$ cat src/rtl/pixel_word_packer.sv
// Packs four 8-bit pixels per 32-bit word, tracks frame position and queues
// words in a small FIFO presented on a valid/ready interface.
module pixel_word_packer #(
  parameter int IMG_WIDTH  = 256,
  parameter int IMG_HEIGHT = 256,
  parameter int FIFO_DEPTH = 4
) (
  input  logic        clk,
  input  logic        rst,
  input  logic [7:0]  pix_in,
  input  logic        pix_valid,
  input  logic        frame_start,
  output logic        in_ready,
  output logic [31:0] word_out,
  output logic        word_valid,
  input  logic        word_ready,
  output logic        word_last,
  output logic        frame_done,
  output logic        drop_err,
  output logic        align_err
);

  localparam int XW = (IMG_WIDTH  > 1) ? $clog2(IMG_WIDTH)  : 1;
  localparam int YW = (IMG_HEIGHT > 1) ? $clog2(IMG_HEIGHT) : 1;
  localparam int PW = (FIFO_DEPTH > 1) ? $clog2(FIFO_DEPTH) : 1;
  localparam int CW = PW + 1;

  localparam logic [XW-1:0] X_LAST = XW'(IMG_WIDTH - 1);
  localparam logic [YW-1:0] Y_LAST = YW'(IMG_HEIGHT - 1);
  localparam logic [CW-1:0] C_FULL = CW'(FIFO_DEPTH);

  logic [1:0]    lane_q, lane_d, lane_b_s;
  logic [XW-1:0] x_q, x_d, x_b_s;
  logic [YW-1:0] y_q, y_d, y_b_s;
  logic [23:0]   hold_q, hold_d, hold_b_s;
  logic [CW-1:0] cnt_q, cnt_d;
  logic [PW-1:0] wr_ptr_q, wr_ptr_d, rd_ptr_q, rd_ptr_d;
  logic [32:0]   mem_q [FIFO_DEPTH];
  logic [32:0]   mem_d [FIFO_DEPTH];
  logic          frame_done_q, frame_done_d;
  logic          drop_err_q, drop_err_d;
  logic          align_err_q, align_err_d;

  logic accept_s, push_s, pop_s, last_pix_s, mid_frame_s;

  // in_ready looks only at registered fill level, never at word_ready
  assign in_ready   = !rst && (cnt_q < C_FULL);
  assign word_valid = (cnt_q != {CW{1'b0}});
  assign word_out   = word_valid ? mem_q[rd_ptr_q][32:1] : 32'h0000_0000;
  assign word_last  = word_valid ? mem_q[rd_ptr_q][0]    : 1'b0;
  assign frame_done = frame_done_q;
  assign drop_err   = drop_err_q;
  assign align_err  = align_err_q;

  // Packing, frame position and error tracking
  always_comb begin
    accept_s    = pix_valid && in_ready;
    mid_frame_s = (lane_q != 2'd0) || (x_q != {XW{1'b0}}) || (y_q != {YW{1'b0}});

    // frame_start clears position first so a coincident pixel lands as pixel 0
    if (frame_start) begin
      lane_b_s = 2'd0;
      x_b_s    = {XW{1'b0}};
      y_b_s    = {YW{1'b0}};
      hold_b_s = 24'h00_0000;
    end else begin
      lane_b_s = lane_q;
      x_b_s    = x_q;
      y_b_s    = y_q;
      hold_b_s = hold_q;
    end

    last_pix_s = (x_b_s == X_LAST) && (y_b_s == Y_LAST);
    push_s     = accept_s && (lane_b_s == 2'd3);

    lane_d       = lane_b_s;
    x_d          = x_b_s;
    y_d          = y_b_s;
    hold_d       = hold_b_s;
    frame_done_d = 1'b0;

    if (accept_s) begin
      lane_d = lane_b_s + 2'd1;
      case (lane_b_s)
        2'd0:    hold_d[23:16] = pix_in;
        2'd1:    hold_d[15:8]  = pix_in;
        2'd2:    hold_d[7:0]   = pix_in;
        default: hold_d        = hold_b_s;
      endcase
      if (x_b_s == X_LAST) begin
        x_d = {XW{1'b0}};
        if (y_b_s == Y_LAST) begin
          y_d          = {YW{1'b0}};
          lane_d       = 2'd0;
          frame_done_d = 1'b1;
        end else begin
          y_d = y_b_s + YW'(1);
        end
      end else begin
        x_d = x_b_s + XW'(1);
      end
    end else begin
      lane_d = lane_b_s;
    end

    drop_err_d  = drop_err_q  || (pix_valid && !in_ready);
    align_err_d = align_err_q || (frame_start && mid_frame_s);
  end

  // FIFO pointer, fill level and storage update
  always_comb begin
    pop_s    = word_valid && word_ready;
    mem_d    = mem_q;
    wr_ptr_d = wr_ptr_q;
    rd_ptr_d = rd_ptr_q;
    if (push_s) begin
      mem_d[wr_ptr_q] = {hold_b_s, pix_in, last_pix_s};
      wr_ptr_d        = wr_ptr_q + PW'(1);
    end else begin
      wr_ptr_d = wr_ptr_q;
    end
    if (pop_s) begin
      rd_ptr_d = rd_ptr_q + PW'(1);
    end else begin
      rd_ptr_d = rd_ptr_q;
    end
    cnt_d = cnt_q + CW'(push_s) - CW'(pop_s);
  end

  // State registers
  always_ff @(posedge clk or posedge rst) begin
    if (rst) begin
      lane_q       <= 2'd0;
      x_q          <= {XW{1'b0}};
      y_q          <= {YW{1'b0}};
      hold_q       <= 24'h00_0000;
      cnt_q        <= {CW{1'b0}};
      wr_ptr_q     <= {PW{1'b0}};
      rd_ptr_q     <= {PW{1'b0}};
      frame_done_q <= 1'b0;
      drop_err_q   <= 1'b0;
      align_err_q  <= 1'b0;
      for (int i = 0; i < FIFO_DEPTH; i++) begin
        mem_q[i] <= 33'h0_0000_0000;
      end
    end else begin
      lane_q       <= lane_d;
      x_q          <= x_d;
      y_q          <= y_d;
      hold_q       <= hold_d;
      cnt_q        <= cnt_d;
      wr_ptr_q     <= wr_ptr_d;
      rd_ptr_q     <= rd_ptr_d;
      frame_done_q <= frame_done_d;
      drop_err_q   <= drop_err_d;
      align_err_q  <= align_err_d;
      for (int i = 0; i < FIFO_DEPTH; i++) begin
        mem_q[i] <= mem_d[i];
      end
    end
  end

endmodule

$ cat config.mk
export PLATFORM = sky130hd
export DESIGN_NAME = pixel_word_packer
export DESIGN_NICKNAME = d
export VERILOG_FILES = /design/src/rtl/pixel_word_packer.sv
export SDC_FILE = /design/constraint.sdc
export NUM_CORES = 1
export LEC_CHECK = 0
export BUFFER_PORTS_ARGS = -buffer_cell sky130_fd_sc_hd__buf_2
export CAP_MARGIN = 20
export CELL_PAD_IN_SITES_DETAIL_PLACEMENT = 1
export CELL_PAD_IN_SITES_GLOBAL_PLACEMENT = 1
export CORE_ASPECT_RATIO = 1.4
export CORE_MARGIN = 3
export CORE_UTILIZATION = 50
export DETAILED_ROUTE_END_ITERATION = 8
export PLACE_DENSITY_LB_ADDON = 0.05
export SLEW_MARGIN = 25
export SYNTH_ARGS = -nofsm -noshare
export SYNTH_HDL_FRONTEND = slang
export SYNTH_SLANG_ARGS = --single-unit
$ cat constraint.sdc
create_clock -name clk -period 6.54 [get_ports clk]
set_input_delay 0.654 -clock clk [delete_from_list [all_inputs] [get_ports clk]]
set_output_delay 0.654 -clock clk [all_outputs]
set_load 0.01 [all_outputs]
==> reports/qor.yml <==
syn_inst: 600
dp_worst_setup_slack_ns: 2.86
rr_startpoint: "cnt_q[2]$_DFF_PP0_"
dpl.cell_count: 822
vias: 4920
fmax_mhz: 309
min_period_over_period_pct: 49.6
grt_max_degree: 110
critPathKind: "flip-flop to flip-flop"
cp_data_required_time_ns: 6.89
cts.sinks: 184
grt_pass1_vias: 5543
cts_hold_buf: 0
synth-seq-cells: 184
clkTransAtPathRegs_ns: 0.07
cts_setup_buffers: 0
synth_ff_type: "dfrtp_1"
crit_end: "cnt_q[2]$_DFF_PP0_"
critPathMaxFanout: 17
grt_pass1_wl_um: 30500
nets: 664
synth_most_common_cell: "dfrtp_1"
tightest_slew_ns: 0.954
slew_violations: 0
cp_slowest_cell: "nor3b_2"
cts_buffers: 17
hpwl_um: 11200
grt.total_usage_pct: 21.6
synth.yosys.seq_area_share_pct: 53.5
hold_violations: 0
clockBufferDepth: 2
syn_area_sq_um: 8600
multi_input_comb_area_sq_um: 3720
globalRoute.totalOverflow: 0
reg2reg_depth: 10
fin_cells: 854
tritoncts: "yes"
cts-htree-levels: 4
clock_skew_ns: 0.00904
critPathLaunchType: "flip-flop"
io_pins: 51
regArea_sq_um: 4610
ys.warnings.count: 0
synthDistinctLibCells: 36
cp-startpoint: "cnt_q[2]$_DFF_PP0_"
synth_top_cell_by_area: "dfrtp_1"
cap_violations: 0
yosysTopAreaCellShare_pct: 53.5
r2r_end: "cnt_q[2]$_DFF_PP0_"
ys_top_cells_by_count: "dfrtp_1 (184), mux2_1 (133), and2_1 (39)"
powerDensity_nw_per_um2: 282
setup_tns_ns: 0
ir_drop_uv: 175
die_x_um: 117
status: "finished, final reports clean"
slew_headroom_pct: 36.4
die_area_sq_um: 18800
post_cts_resized: 0
rsz0062_at_grt: "false"
crit_path_cell_trace: "nor3b_2 -> and2_1 -> inv_1 -> ha_1 -> inv_1 -> ha_1 -> inv_1 -> fa_1 -> xnor2_1 -> xnor2_1"
p_leak_nw: 4.92
cts_root_buffer: "clkbuf_16"
rrSetupSlack_ns: 3.30
fillerInstances: 1657
io_buffers: 50
vias_per_cell: 5.76
insertion_delay_ns: 0.43
cpMostUsedCell: "inv_1"
synthTopCellsByArea: "dfrtp_1 (54%), mux2_1 (17%), mux4_2 (8.6%)"
synth_nets: 626
diodes: 0
synth_edf_count: 0
drive_gt1_share_pct: 22.9
drt-initial-drc-count: 234
avgSynthCellArea_sq_um: 14.3
wirelength_um: 18900
die_h_um: 161
setup_ws_ns: 3.30
drc: 0
max_stage_delay_ns: 0.77
arrival_ns: 3.60
core-area_sq_um: 16800
detail-route-antenna-nets: 0
hold_class: "primary input to async pin"
gp_congestion: 0.748
start_util_pct: 51.1
endpoint_kind: "flip-flop"
antenna_found_initial: 0
ys_async_sr_fraction_pct: 100
num_rows: 56
period_needed_ns: 3.24
setup_viol: 0
area_growth_pct: 11.0
first_pass_iters: 4
wl_per_cell_um: 22.1
==> layout make-up <==
| type | instances | share of cell area (%) |
|---|---|---|
| multi-input combinational | 370 | 38.9 |
| clock buffer | 19 | 4.64 |
| clock inverter | 13 | 2.02 |
| inverter | 11 | 0.511 |
| tap | 203 | 2.66 |
| timing repair buffer | 54 | 2.98 |
| sequential | 184 | 48.3 |
==> how the worst min path moves through the flow <==
stage,start,end,slack [ns],cells past startpoint
after CTS,drop_err$_DFF_PP0_,drop_err$_DFF_PP0_,0.47,1
after global routing,rst,x_q[5]$_DFF_PP0_,0.48,2
after detailed placement,drop_err$_DFF_PP0_,drop_err$_DFF_PP0_,0.45,1
after global placement,drop_err$_DFF_PP0_,drop_err$_DFF_PP0_,0.44,1
final,rst,x_q[3]$_DFF_PP0_,0.38,2
after floorplan,mem_q[33]$_DFFE_PP0P_,mem_q[33]$_DFFE_PP0P_,0.46,1
==> critical path, delay by kind of cell (launching register included) <==
kind | cells | cell delay, ns
DFF | 1 | 0.44
buffers and inverters | 3 | 0.20
adders and majority gates | 3 | 0.82
xor gates and xnor gates | 2 | 0.35
and+or+nand+nor | 2 | 1.35
==> routing by layer <==
metal | part of all wire [%] | GRT usage [%]
met5 | 0 | 0
met4 | 1.0 | 5.01
met3 | 2.0 | 3.49
met2 | 54 | 38.7
met1 | 43 | 27.1
==> sequential cells by signal, indices dropped and copies added, names as in the netlist, 2 cells and up <==
signal,flops
mem_q,132
hold_q,24
x_q,8
y_q,8
cnt_q,3
lane_q,2
rd_ptr_q,2
wr_ptr_q,2
==> metrics by stage <==
step                      power [mW]  area, sq um  hold slack (ns)  util [%]
after global placement          1.60         8900            0.444      52.9
after detailed placement        1.62         8900            0.449      52.9
after floorplan                 1.50         8600            0.459         -
final                           2.69         9540            0.385      56.8
after CTS                       2.73         9540            0.469      56.7
after global routing            2.81         9540            0.479      56.8
==> where the power goes <==
part	internal [mW]	leakage (nW)	switching, mW	total (mW)
sequential	1.17	2.53	0.0197	1.19
clock	0.655	0.305	0.452	1.11
combinational	0.147	2.08	0.244	0.390
total	1.97	4.92	0.715	2.69
==> kinds of logic (layout without fill, tap and decap cells) <==
group           count (synthesis)  after routing  synth area share [%]
mux                           190            190                  29.2
flops                         184            184                  53.5
simple gates                  139            139                  9.76
buf+inv                        46             97                  3.26
compound gates                 17             17                  1.15
fa+ha+maj                      13             13                  1.98
xor+xnor                       11             11                  1.12
==> cell usage in the layout (no fill, tap or decap), drive strengths merged <==
cell      count
dfrtp       184
mux2        157
buf          54
and2         39
mux4         33
nor2b        31
nand2        20
clkbuf       19
inv          14
ha           12
nand2b       10
xnor2        10
nand3         9
o21ai         8
nor2          7
nor4          4
nand4         4
a21oi         4
bufinv        4
clkinv        4
and3          3
or3           3
and4b         2
nor3          2
a21o          2
or4           2
clkinvlp      2
nor3b         1
and4          1
or3b          1
o41ai         1
o22ai         1
o32ai         1
xor2          1
fa            1
Power figures use the tool's default switching activity.
